==> config.mk <==
export PLATFORM = sky130hd
export DESIGN_NAME = int32_stream_formatter_flat
export DESIGN_NICKNAME = d
export VERILOG_FILES = /design/src/rtl/int32_stream_formatter_pkg.sv /design/src/rtl/int32_stream_formatter_if.sv /design/src/rtl/int32_digit_extractor.sv /design/src/rtl/int32_stream_formatter.sv /design/src/flat_wrapper.sv
export SDC_FILE = /design/constraint.sdc
export NUM_CORES = 1
export LEC_CHECK = 0
export CORE_UTILIZATION = 30
export CTS_BUF_LIST = sky130_fd_sc_hd__clkbuf_16
export DETAILED_ROUTE_END_ITERATION = 10
export PLACE_DENSITY_LB_ADDON = 0.08
export SKIP_LAST_GASP = 1
export SYNTH_ARGS = -nofsm -noshare
export SYNTH_HDL_FRONTEND = slang
export SYNTH_SLANG_ARGS = --single-unit
==> constraint.sdc <==
create_clock -name clk -period 3.4 [get_ports clk]
set_clock_uncertainty 0.1 [all_clocks]
set_input_delay 1.02 -clock clk [delete_from_list [all_inputs] [get_ports clk]]
set_output_delay 1.02 -clock clk [all_outputs]
set_load 0.005 [all_outputs]
==> src/rtl/int32_stream_formatter_pkg.sv <==
// Shared ASCII constants, decimal power table and formatter state encoding
// for the int32 -> ASCII decimal stream formatter.
package int32_stream_formatter_pkg;

  localparam logic [7:0] ASCII_SPACE = 8'h20;
  localparam logic [7:0] ASCII_MINUS = 8'h2D;
  localparam logic [7:0] ASCII_ZERO  = 8'h30;
  localparam logic [7:0] ASCII_LF    = 8'h0A;

  localparam logic [31:0] POW10 [0:9] = '{
    32'd1, 32'd10, 32'd100, 32'd1000, 32'd10000,
    32'd100000, 32'd1000000, 32'd10000000, 32'd100000000, 32'd1000000000
  };

  typedef enum logic [2:0] {
    ST_IDLE,
    ST_SEP,
    ST_SIGN,
    ST_CALC,
    ST_EMIT,
    ST_TERM
  } state_t;

  // Constant-index lookup keeps the table access free of out-of-range indices.
  function automatic logic [31:0] pow10(input logic [3:0] idx);
    logic [31:0] p;
    p = '0;
    case (idx)
      4'd0: p = POW10[0];
      4'd1: p = POW10[1];
      4'd2: p = POW10[2];
      4'd3: p = POW10[3];
      4'd4: p = POW10[4];
      4'd5: p = POW10[5];
      4'd6: p = POW10[6];
      4'd7: p = POW10[7];
      4'd8: p = POW10[8];
      4'd9: p = POW10[9];
      default: p = '0;
    endcase
    return p;
  endfunction

endpackage

==> src/rtl/int32_stream_formatter_if.sv <==
// Number-in / character-out handshake bundle of the stream formatter.
interface int32_stream_formatter_if;
  logic        num_valid;
  logic [31:0] num_data;
  logic        num_last;
  logic        num_ready;
  logic        char_valid;
  logic [7:0]  char_data;
  logic        char_last;
  logic        char_ready;

  modport master (
    output num_valid, num_data, num_last, char_ready,
    input  num_ready, char_valid, char_data, char_last
  );

  modport slave (
    input  num_valid, num_data, num_last, char_ready,
    output num_ready, char_valid, char_data, char_last
  );
endinterface

==> src/rtl/int32_digit_extractor.sv <==
// Repeated-subtraction decimal digit extractor: produces the digits of a
// 32-bit magnitude most-significant first, suppressing leading zeros.
module int32_digit_extractor
  import int32_stream_formatter_pkg::*;
(
  input  logic        clk,
  input  logic        rst_n,
  input  logic        start,
  input  logic [31:0] mag_in,
  input  logic        next,
  output logic        digit_ready,
  output logic [3:0]  digit,
  output logic        digit_final
);

  logic [31:0] mag_reg;
  logic [3:0]  idx_reg;
  logic [3:0]  digit_reg;
  logic        started_reg;
  logic        active_reg;
  logic [31:0] pow_cur;
  logic        ge;
  logic        skip;

  always_comb begin
    pow_cur = pow10(idx_reg);
    ge      = (mag_reg >= pow_cur);
    // Position 0 is never skipped, so a zero magnitude still yields "0".
    skip    = (digit_reg == 4'd0) && !started_reg && (idx_reg != 4'd0);
  end

  assign digit_ready = active_reg && !ge && !skip;
  assign digit       = digit_reg;
  assign digit_final = (idx_reg == 4'd0);

  always_ff @(posedge clk or negedge rst_n) begin
    if (!rst_n) begin
      mag_reg     <= '0;
      idx_reg     <= '0;
      digit_reg   <= '0;
      started_reg <= 1'b0;
      active_reg  <= 1'b0;
    end else if (start) begin
      mag_reg     <= mag_in;
      idx_reg     <= 4'd9;
      digit_reg   <= '0;
      started_reg <= 1'b0;
      active_reg  <= 1'b1;
    end else if (active_reg) begin
      if (next && digit_ready) begin
        started_reg <= 1'b1;
        digit_reg   <= '0;
        if (idx_reg == 4'd0) begin
          active_reg <= 1'b0;
        end else begin
          idx_reg <= idx_reg - 4'd1;
        end
      end else if (ge) begin
        mag_reg   <= mag_reg - pow_cur;
        digit_reg <= digit_reg + 4'd1;
      end else if (skip) begin
        idx_reg <= idx_reg - 4'd1;
      end
    end
  end

endmodule

==> src/rtl/int32_stream_formatter.sv <==
// Signed 32-bit integer stream to ASCII decimal byte stream: separators,
// optional line wrapping and frame termination around the digit extractor.
module int32_stream_formatter
  import int32_stream_formatter_pkg::*;
#(
  parameter logic [7:0] SEP_CHAR      = ASCII_SPACE,
  parameter logic [7:0] EOL_CHAR      = ASCII_LF,
  parameter int         NUMS_PER_LINE = 0,
  parameter bit         TERM_EN       = 1'b1
) (
  input  logic                           clk,
  input  logic                           rst_n,
  int32_stream_formatter_if.slave        bus,
  output logic [10:0]                    num_count,
  output logic                           busy
);

  localparam int             LW       = (NUMS_PER_LINE == 0) ? 1 : $clog2(NUMS_PER_LINE + 1);
  localparam logic [LW-1:0]  LINE_MAX = LW'(NUMS_PER_LINE);
  localparam bit             WRAP_EN  = (NUMS_PER_LINE != 0);

  state_t        state_reg;
  logic          num_ready_reg;
  logic          char_valid_reg;
  logic [7:0]    char_data_reg;
  logic          char_last_reg;
  logic [10:0]   num_count_reg;
  logic [LW-1:0] line_cnt_reg;
  logic          first_reg;
  logic          neg_reg;
  logic          last_reg;

  logic          accept;
  logic          char_xfer;
  logic          neg_in;
  logic [31:0]   mag_in;
  logic          wrap_now;
  logic          x_next;
  logic          x_ready;
  logic [3:0]    x_digit;
  logic          x_final;

  assign accept    = (state_reg == ST_IDLE) && bus.num_valid && num_ready_reg;
  assign char_xfer = char_valid_reg && bus.char_ready;
  assign neg_in    = bus.num_data[31];
  // Two's-complement negate; -2^31 maps to the unsigned value 2^31.
  assign mag_in    = neg_in ? (~bus.num_data + 32'd1) : bus.num_data;
  assign wrap_now  = WRAP_EN && (line_cnt_reg == LINE_MAX);
  assign x_next    = (state_reg == ST_EMIT) && char_xfer;

  int32_digit_extractor u_digits (
    .clk         (clk),
    .rst_n       (rst_n),
    .start       (accept),
    .mag_in      (mag_in),
    .next        (x_next),
    .digit_ready (x_ready),
    .digit       (x_digit),
    .digit_final (x_final)
  );

  assign bus.num_ready  = num_ready_reg;
  assign bus.char_valid = char_valid_reg;
  assign bus.char_data  = char_data_reg;
  assign bus.char_last  = char_last_reg;
  assign num_count      = num_count_reg;
  assign busy           = (state_reg != ST_IDLE);

  always_ff @(posedge clk or negedge rst_n) begin
    if (!rst_n) begin
      state_reg      <= ST_IDLE;
      num_ready_reg  <= 1'b0;
      char_valid_reg <= 1'b0;
      char_data_reg  <= '0;
      char_last_reg  <= 1'b0;
      num_count_reg  <= '0;
      line_cnt_reg   <= '0;
      first_reg      <= 1'b1;
      neg_reg        <= 1'b0;
      last_reg       <= 1'b0;
    end else begin
      case (state_reg)
        ST_IDLE: begin
          if (accept) begin
            num_ready_reg <= 1'b0;
            neg_reg       <= neg_in;
            last_reg      <= bus.num_last;
            char_last_reg <= 1'b0;
            if (first_reg) begin
              num_count_reg <= '0;
            end
            if (!first_reg) begin
              state_reg      <= ST_SEP;
              char_valid_reg <= 1'b1;
              if (wrap_now) begin
                char_data_reg <= EOL_CHAR;
                line_cnt_reg  <= '0;
              end else begin
                char_data_reg <= SEP_CHAR;
              end
            end else if (neg_in) begin
              state_reg      <= ST_SIGN;
              char_valid_reg <= 1'b1;
              char_data_reg  <= ASCII_MINUS;
            end else begin
              state_reg <= ST_CALC;
            end
          end else begin
            num_ready_reg <= 1'b1;
          end
        end

        ST_SEP: begin
          if (char_xfer) begin
            if (neg_reg) begin
              state_reg     <= ST_SIGN;
              char_data_reg <= ASCII_MINUS;
            end else begin
              state_reg      <= ST_CALC;
              char_valid_reg <= 1'b0;
            end
          end
        end

        ST_SIGN: begin
          if (char_xfer) begin
            state_reg      <= ST_CALC;
            char_valid_reg <= 1'b0;
          end
        end

        ST_CALC: begin
          if (x_ready) begin
            state_reg      <= ST_EMIT;
            char_valid_reg <= 1'b1;
            char_data_reg  <= ASCII_ZERO + {4'd0, x_digit};
            char_last_reg  <= !TERM_EN && last_reg && x_final;
          end
        end

        ST_EMIT: begin
          if (char_xfer) begin
            char_valid_reg <= 1'b0;
            char_last_reg  <= 1'b0;
            if (!x_final) begin
              state_reg <= ST_CALC;
            end else begin
              if (num_count_reg != 11'h7FF) begin
                num_count_reg <= num_count_reg + 11'd1;
              end
              first_reg <= 1'b0;
              if (last_reg) begin
                line_cnt_reg <= '0;
                if (TERM_EN) begin
                  state_reg      <= ST_TERM;
                  char_valid_reg <= 1'b1;
                  char_data_reg  <= EOL_CHAR;
                  char_last_reg  <= 1'b1;
                end else begin
                  state_reg     <= ST_IDLE;
                  first_reg     <= 1'b1;
                  num_ready_reg <= 1'b1;
                end
              end else begin
                if (WRAP_EN) begin
                  line_cnt_reg <= line_cnt_reg + LW'(1);
                end
                state_reg     <= ST_IDLE;
                num_ready_reg <= 1'b1;
              end
            end
          end
        end

        ST_TERM: begin
          if (char_xfer) begin
            state_reg      <= ST_IDLE;
            char_valid_reg <= 1'b0;
            char_last_reg  <= 1'b0;
            first_reg      <= 1'b1;
            line_cnt_reg   <= '0;
            num_ready_reg  <= 1'b1;
          end
        end

        default: begin
          state_reg <= ST_IDLE;
        end
      endcase
    end
  end

endmodule

==> src/flat_wrapper.sv <==
// flat-port wrapper written by rule: the top's interface ports become plain ports
module int32_stream_formatter_flat import int32_stream_formatter_pkg::*;
#(
  parameter logic [7:0] SEP_CHAR      = ASCII_SPACE,
  parameter logic [7:0] EOL_CHAR      = ASCII_LF,
  parameter int         NUMS_PER_LINE = 0,
  parameter bit         TERM_EN       = 1'b1
)
  (clk, rst_n, num_count, busy, bus_num_valid, bus_num_data, bus_num_last, bus_char_ready, bus_num_ready, bus_char_valid, bus_char_data, bus_char_last);
  int32_stream_formatter_if bus_i ();
  input  logic clk;
  input  logic rst_n;
  output logic [10:0] num_count;
  output logic busy;
  input wire logic [$bits(bus_i.num_valid)-1:0] bus_num_valid;
  input wire logic [$bits(bus_i.num_data)-1:0] bus_num_data;
  input wire logic [$bits(bus_i.num_last)-1:0] bus_num_last;
  input wire logic [$bits(bus_i.char_ready)-1:0] bus_char_ready;
  output wire logic [$bits(bus_i.num_ready)-1:0] bus_num_ready;
  output wire logic [$bits(bus_i.char_valid)-1:0] bus_char_valid;
  output wire logic [$bits(bus_i.char_data)-1:0] bus_char_data;
  output wire logic [$bits(bus_i.char_last)-1:0] bus_char_last;
  assign bus_i.num_valid = bus_num_valid;
  assign bus_i.num_data = bus_num_data;
  assign bus_i.num_last = bus_num_last;
  assign bus_i.char_ready = bus_char_ready;
  assign bus_num_ready = bus_i.num_ready;
  assign bus_char_valid = bus_i.char_valid;
  assign bus_char_data = bus_i.char_data;
  assign bus_char_last = bus_i.char_last;
  int32_stream_formatter #(.SEP_CHAR(SEP_CHAR), .EOL_CHAR(EOL_CHAR), .NUMS_PER_LINE(NUMS_PER_LINE), .TERM_EN(TERM_EN)) u_core (.clk(clk), .rst_n(rst_n), .bus(bus_i), .num_count(num_count), .busy(busy));
endmodule
# Yosys cells after proc, flatten, opt, wreduce, memory -nomap -nowiden
# Memories as Yosys holds them, arrays and structs flattened.
# Index checks and enable logic that the tools add are counted.
[totals] in_bits=37 out_inout_bits=23 memories=1 rom_bits=480 reg_bits=70
[memory_table] memory="(no name shown)" depth=16 width=30 read_ports=1 rd_clocked_by_memory_dff=0 wr=0 line="int32_stream_formatter_pkg.sv:28" rtl="case (idx)"
[op_classes] mux=73 order_cmp=1 bitwise=1 n_addsub=6 reduce_logical=41 eq_ne=24
[ops] op="two-way mux 32 bit" count=5
[ops] op="two-way mux 8 bit" count=9
[ops] op="two-way mux 11 bit" count=5
[ops] op="two-way mux 4 bit" count=10
[ops] op="adder 32 x 1 -> 32 bit, second input constant" count=1
[ops] op="greater-or-equal comparator 32 bit" count=1
[ops] op="inverter 32 bit" count=1
[ops] op="one-hot mux 8 bit (4 select lines)" count=1
[ops] op="subtractor 32 bit" count=1
[ops] op="two-way mux 1 bit" count=28
[ops] op="two-way mux 3 bit" count=9
[ops] op="inequality test 2 x 1 -> 1 bit, second input constant" count=11
[ops] op="one-hot mux 11 bit (2 select lines)" count=1
[ops] op="one-hot mux 3 bit (6 select lines)" count=1
[ops] op="AND reduction 6 bit" count=2
[ops] op="nonzero test 3 bit" count=4
[ops] op="nonzero test 4 bit" count=3
[ops] op="adder 11 x 1 -> 11 bit, second input constant" count=1
[ops] op="inequality test 11 bit, second input constant" count=1
[ops] op="AND reduction 5 bit" count=2
[ops] op="nonzero test 2 bit" count=5
[ops] op="logical AND 1 bit" count=9
[ops] op="AND reduction 9 bit" count=1
[ops] op="logical NOT 4 bit" count=2
[ops] op="other kinds (22)" count=32

# Logic depth before layout (Yosys ltp)
[logic_depth] ltp_word=9 depth_mapped=16

# Hierarchy
# From an unflattened synthesis, not the netlist that was laid out.
[hier_totals] hier_cells=770 hier_area_um2=6394.9
[modules_own_cells] mod="int32_digit_extractor" area_each_um2=3991.3 cells_each=482 n_inst=1
[modules_own_cells] mod="int32_stream_formatter" area_each_um2=2403.6 cells_each=288 n_inst=1

# Least setup slack after synthesis
# OpenSTA, ideal clock, no wires.
[synth_timing] kind="flip-flop to flip-flop" from="register u_core.u_digits.idx_reg[3]" to="register u_core.char_valid_reg, in the netlist u_core.bus.char_valid" arrival_ps=3463 path_slack_ps=-291 setup_time_ps=128 path_stages_with_launch=16 synth_period_minus_slack_ps=3691 n_path_buf=2 path_cell_list="dfrtp_1 -> clkbuf_1 -> nor2b_1 -> clkbuf_1 -> nand2_1 -> o21a_1 -> ha_1 -> and3_1 -> nand4_2 -> or4_1 -> o211ai_2 -> a21oi_2 -> o2111ai_4 -> a21oi_1 -> o21ai_1 -> mux2_1"
[synth_between] elab_chain_cells=7 word_cells_on_any_way=14 cone_classes="order compare: 1; eq/ne: 1; mux: 3; reduce/logical: 8; memory: 1"
[synth_rtl] element="start: declaration" line="int32_digit_extractor.sv:17" rtl="logic [3:0] idx_reg;"
[synth_rtl] element="start signal: assignment" line="int32_digit_extractor.sv:56" rtl="idx_reg <= idx_reg - 4'd1;"
[synth_rtl] element="start signal: assignment" line="int32_digit_extractor.sv:62" rtl="idx_reg <= idx_reg - 4'd1;"
[synth_rtl] element="memory (16 x 30 bit)"
[synth_rtl] element="greater-or-equal comparator 32 bit" line="int32_digit_extractor.sv:27" rtl="ge = (mag_reg >= pow_cur);"
[synth_rtl] element="logical NOT 1 bit" line="int32_digit_extractor.sv:32" rtl="assign digit_ready = active_reg && !ge && !skip;"
[synth_rtl] element="logical AND 1 bit (2 in a row)" line="int32_digit_extractor.sv:32"
[synth_rtl] element="inequality test 2 bit (no line)"
[synth_rtl] element="AND reduction 8 bit (no line)"
[synth_rtl] element="end signal: assignment" line="int32_stream_formatter.sv:73" rtl="char_valid_reg <= 1'b0;"
[synth_rtl] element="end signal: assignment" line="int32_stream_formatter.sv:94" rtl="char_valid_reg <= 1'b1;"
[synth_rtl] element="end signal: assignment" line="int32_stream_formatter.sv:103" rtl="char_valid_reg <= 1'b1;"
[synth_rtl] element="end: declaration" line="int32_stream_formatter.sv:24" rtl="logic char_valid_reg;"
# Parallel ways exist; a longest one is shown, timed or not. The select of a mux whose other input is x is not followed.
# A chain may end at the register's enable or synchronous reset.

# Worst setup path after layout
[layout_timing] from="register u_core.u_digits.idx_reg[0]" to="register u_core.u_digits.mag_reg[27]"
[layout_between] elab_chain_cells=8 word_cells_on_any_way=17 cone_classes="add/sub: 1; order compare: 1; eq/ne: 1; mux: 4; reduce/logical: 9; memory: 1"
[layout_rtl] element="memory (16 x 30 bit)"
[layout_rtl] element="greater-or-equal comparator 32 bit" line="int32_digit_extractor.sv:27"
[layout_rtl] element="logical NOT 1 bit" line="int32_digit_extractor.sv:32"
[layout_rtl] element="logical AND 1 bit (2 in a row)" line="int32_digit_extractor.sv:32"
[layout_rtl] element="logical AND 1 bit" line="int32_digit_extractor.sv:50" rtl="if (next && digit_ready) begin"
[layout_rtl] element="inequality test 2 x 1 -> 1 bit (no line)"
[layout_rtl] element="AND reduction 3 bit (no line)"
[layout_rtl] element="end signal: assignment" line="int32_digit_extractor.sv:44" rtl="mag_reg <= mag_in;"
[layout_rtl] element="end signal: assignment" line="int32_digit_extractor.sv:59" rtl="mag_reg <= mag_reg - pow_cur;"
[layout_rtl] element="end: declaration" line="int32_digit_extractor.sv:16" rtl="logic [31:0] mag_reg;"
# Parallel ways exist; a longest one is shown, timed or not. The select of a mux whose other input is x is not followed.

==> impl_metrics.json <==
{
  "outcome": "complete, but fails checks",
  "violations": "negative setup slack",
  "die_h_um": 144.1,
  "wirelength_um": 20060,
  "cts.sinks": 68,
  "synthSimpleGateAreaFrac_pct": 21.06,
  "cp-end-kind": "flip-flop",
  "min_period_over_period_pct": 101.9,
  "slew_headroom_pct": 58.02,
  "layout_setup_ws_ps": -66.12,
  "largest_register_ffs": 32,
  "yosys_warnings": 0,
  "grt_pass1_wl_um": 31550,
  "hold_violations": 0,
  "worst-path-max-fanout": 7,
  "yosys-top-cells-area": "dfrtp_1 28%, ha_1 8.3%, a21oi_1 6.1%",
  "hpwl_um": 14570,
  "synth_mux_area_share_pct": 1.838,
  "synth_edf_count": 0,
  "r2r_end": "u_core.u_digits.mag_reg[27]",
  "r2r_setup_slack_ps": -70,
  "htreeDepth": 3,
  "netlist.area_leader.share_pct": 27.67,
  "antenna_found_initial": 0,
  "gp_congestion": 0.9007,
  "synth_area_leader_cell": "dfrtp_1",
  "viasPerCell": 5.075,
  "drv_slew": 0,
  "hold_buffers": 0,
  "synthCells": 759,
  "clock-root-buffer": "clkbuf_16",
  "min_period_ps": 3466,
  "cts_buffer_depth": 2,
  "fp-row-count": 51,
  "yosysMostFrequentCell": "nor2_1",
  "drtIter0Drc": 276,
  "p_leak_nw": 3.875,
  "max_slew.worst_pin.slew_ps": 629.6,
  "place.port_buffers": 57,
  "crit_start": "u_core.u_digits.idx_reg[0]",
  "finalSetupViolCount": 5,
  "syn_area_per_cell_sq_um": 7.984,
  "synth_top_family_by_area": "compound AO/OA/AOI/OAI gates",
  "drc": 0,
  "place_ws_ps": -507.5,
  "cp.required_ps": 3530,
  "timing.rr.start": "u_core.u_digits.idx_reg[0]",
  "async_reset_ff_share_pct": 100.0,
  "die-area_sq_mm": 0.02077,
  "synth_area_sq_mm": 0.006060,
  "first_global_vias": 6164,
  "synth_seq_cells": 68,
  "drive_above_1_share_pct": 33.13,
  "hp-class": "flip-flop to flip-flop",
  "maxClockFrequency_ghz": 0.2885,
  "routedWlPerCell_um": 16.18,
  "synth_compound_area_share_pct": 25.95,
  "ys.flop_type": "dfrtp_1",
  "clk_latency_ps": 350,
  "final_nets": 1048,
  "grt_max_degree": 49,
  "critPathLaunchType": "flip-flop",
  "crit_type": "flip-flop to flip-flop",
  "synth-xor-area-share_pct": 9.973,
  "worstRegToRegCells": 15,
  "cts_buffers": 9,
  "synthAdderAreaFrac_pct": 8.590,
  "core_area_sq_mm": 0.01965,
  "num_antenna_cells": 0,
  "ir_worst_vdd_mv": 0.2484,
  "fin_util_pct": 47.28,
  "ys_seq_area_share_pct": 28.10,
  "syn_to_final_growth_pct": 53.33,
  "crit_end": "u_core.u_digits.mag_reg[27]",
  "chipWidth_um": 144.1,
  "finalPower_mw": 2.019,
  "cts_tree": "done",
  "clk_pin_slew_ps": 60,
  "start_util_pct": 30.83,
  "grt_overflow": 0,
  "power.density_mw_per_mm2": 217.3,
  "vias": 6293,
  "critPathArrivalTime_ps": 3600,
  "drt_pass1_iterations": 5,
  "rsz0062_at_grt": "yes",
  "grt_usage_pct": 19.68,
  "ys_top_cells_by_count": "92 x nor2_1, 74 x a21oi_1, 74 x nand2_1, 67 x dfrtp_1, 42 x o21ai_0",
  "ant_nets": 0,
  "ioPinCount": 60,
  "ys_types": 73,
  "maxCapViolations": 0
}
[how the worst min path moves through the flow]
stage / endpoint / start / slack [ps] / depth (start not counted)
3_3_place_gp: u_core.bus.char_last / u_core.bus.char_last / 360 / 1
5_1_grt: u_core.bus.char_last / u_core.bus.char_last / 420 / 1
4_1_cts: u_core.bus.char_last / u_core.bus.char_last / 390 / 1
2_1_floorplan: u_core.neg_reg / u_core.neg_reg / 360 / 2
6_report: u_core.bus.char_last / u_core.bus.char_last / 380 / 1
3_5_place_dp: u_core.bus.char_last / u_core.bus.char_last / 370 / 1
[routing by layer]
| metal | track usage (%) | up-vias | routed length [um] |
|---|---|---|---|
| li1 | - | 3146 | - |
| met1 | 25.61 | 3032 | 9421 |
| met2 | 33.74 | 94 | 9789 |
| met3 | 2.152 | 21 | 481 |
| met4 | 6.551 | 0 | 365 |
| met5 | 0 | - | 0 |
[critical path, stage by stage (launching register included)]
cell and delay, ps:
dfrtp_2 470, inv_4 80, buf_6 120, ha_1 180
nand2b_4 150, ha_4 280, and3_4 210, nand4_4 100
or4_4 460, o211ai_4 160, a41oi_4 160, buf_6 190
buf_6 110, or3_1 300, mux2i_1 200, a211oi_2 70
[cell type report]
class	count	area, sq um
clock buffers	9	225.2
clock inverters	7	92.59
fillers	1925	10360
inverters	27	106.4
multi-input cells	627	4753
flip-flops and latches	68	1705
well taps	265	331.6
repair buffers	237	2077
[logic make-up (layout without fill, tap and decap cells)]
logic type	count (synthesis)	after routing
DFF	68	68
other	1	2
muxes	11	11
AOI/OAI and AO/OA	237	237
and+or+nand+nor	267	267
buffers and inverters	65	280
xor gates and xnor gates	69	69
adders and majority gates	41	41
[where the power goes]
part,internal (mW),total (mW),leakage [nW],switching [mW]
registers,0.809,0.809,0.813,0
logic,0.0835,0.159,2.91,0.0758
clock network,0.640,1.05,0.153,0.410
total,1.53,2.02,3.87,0.486
[repair_timing]
item	in CTS	in global routing
gates resized for setup	61	98
endpoints found under the setup margin	52	47
setup buffers	8	14
cloned	1	1
pin swaps	16	25
hold endpoints to repair	0	0
[layout by cell type (no fill, tap or decap), types with 15 or more instances in the layout]
cell / instances
inv_1: 25
nand2_1: 69
buf_6: 16
xnor2_1: 30
a21oi_1: 61
clkdlybuf4s50_1: 53
nor2_1: 85
o21ai_1: 15
o21ai_0: 26
xor2_1: 39
buf_4: 157
dfrtp_1: 65
ha_1: 25
[metrics by stage]
| stage | std cells | instance area, sq um | TNS [ps] | hold slack [ps] |
|---|---|---|---|---|
| after floorplan | 760 | 6103 | 0 | 363.8 |
| after global routing | 1240 | 9291 | -3167 | 416.2 |
| after global placement | 1201 | 8054 | -13610 | 363.3 |
| after detailed placement | 1201 | 8054 | -12690 | 370.8 |
| after CTS | 1226 | 8762 | -495.5 | 385.3 |
| final | 1240 | 9291 | -146.6 | 379.9 |
Note: power is estimated with default switching activity, not from simulation.
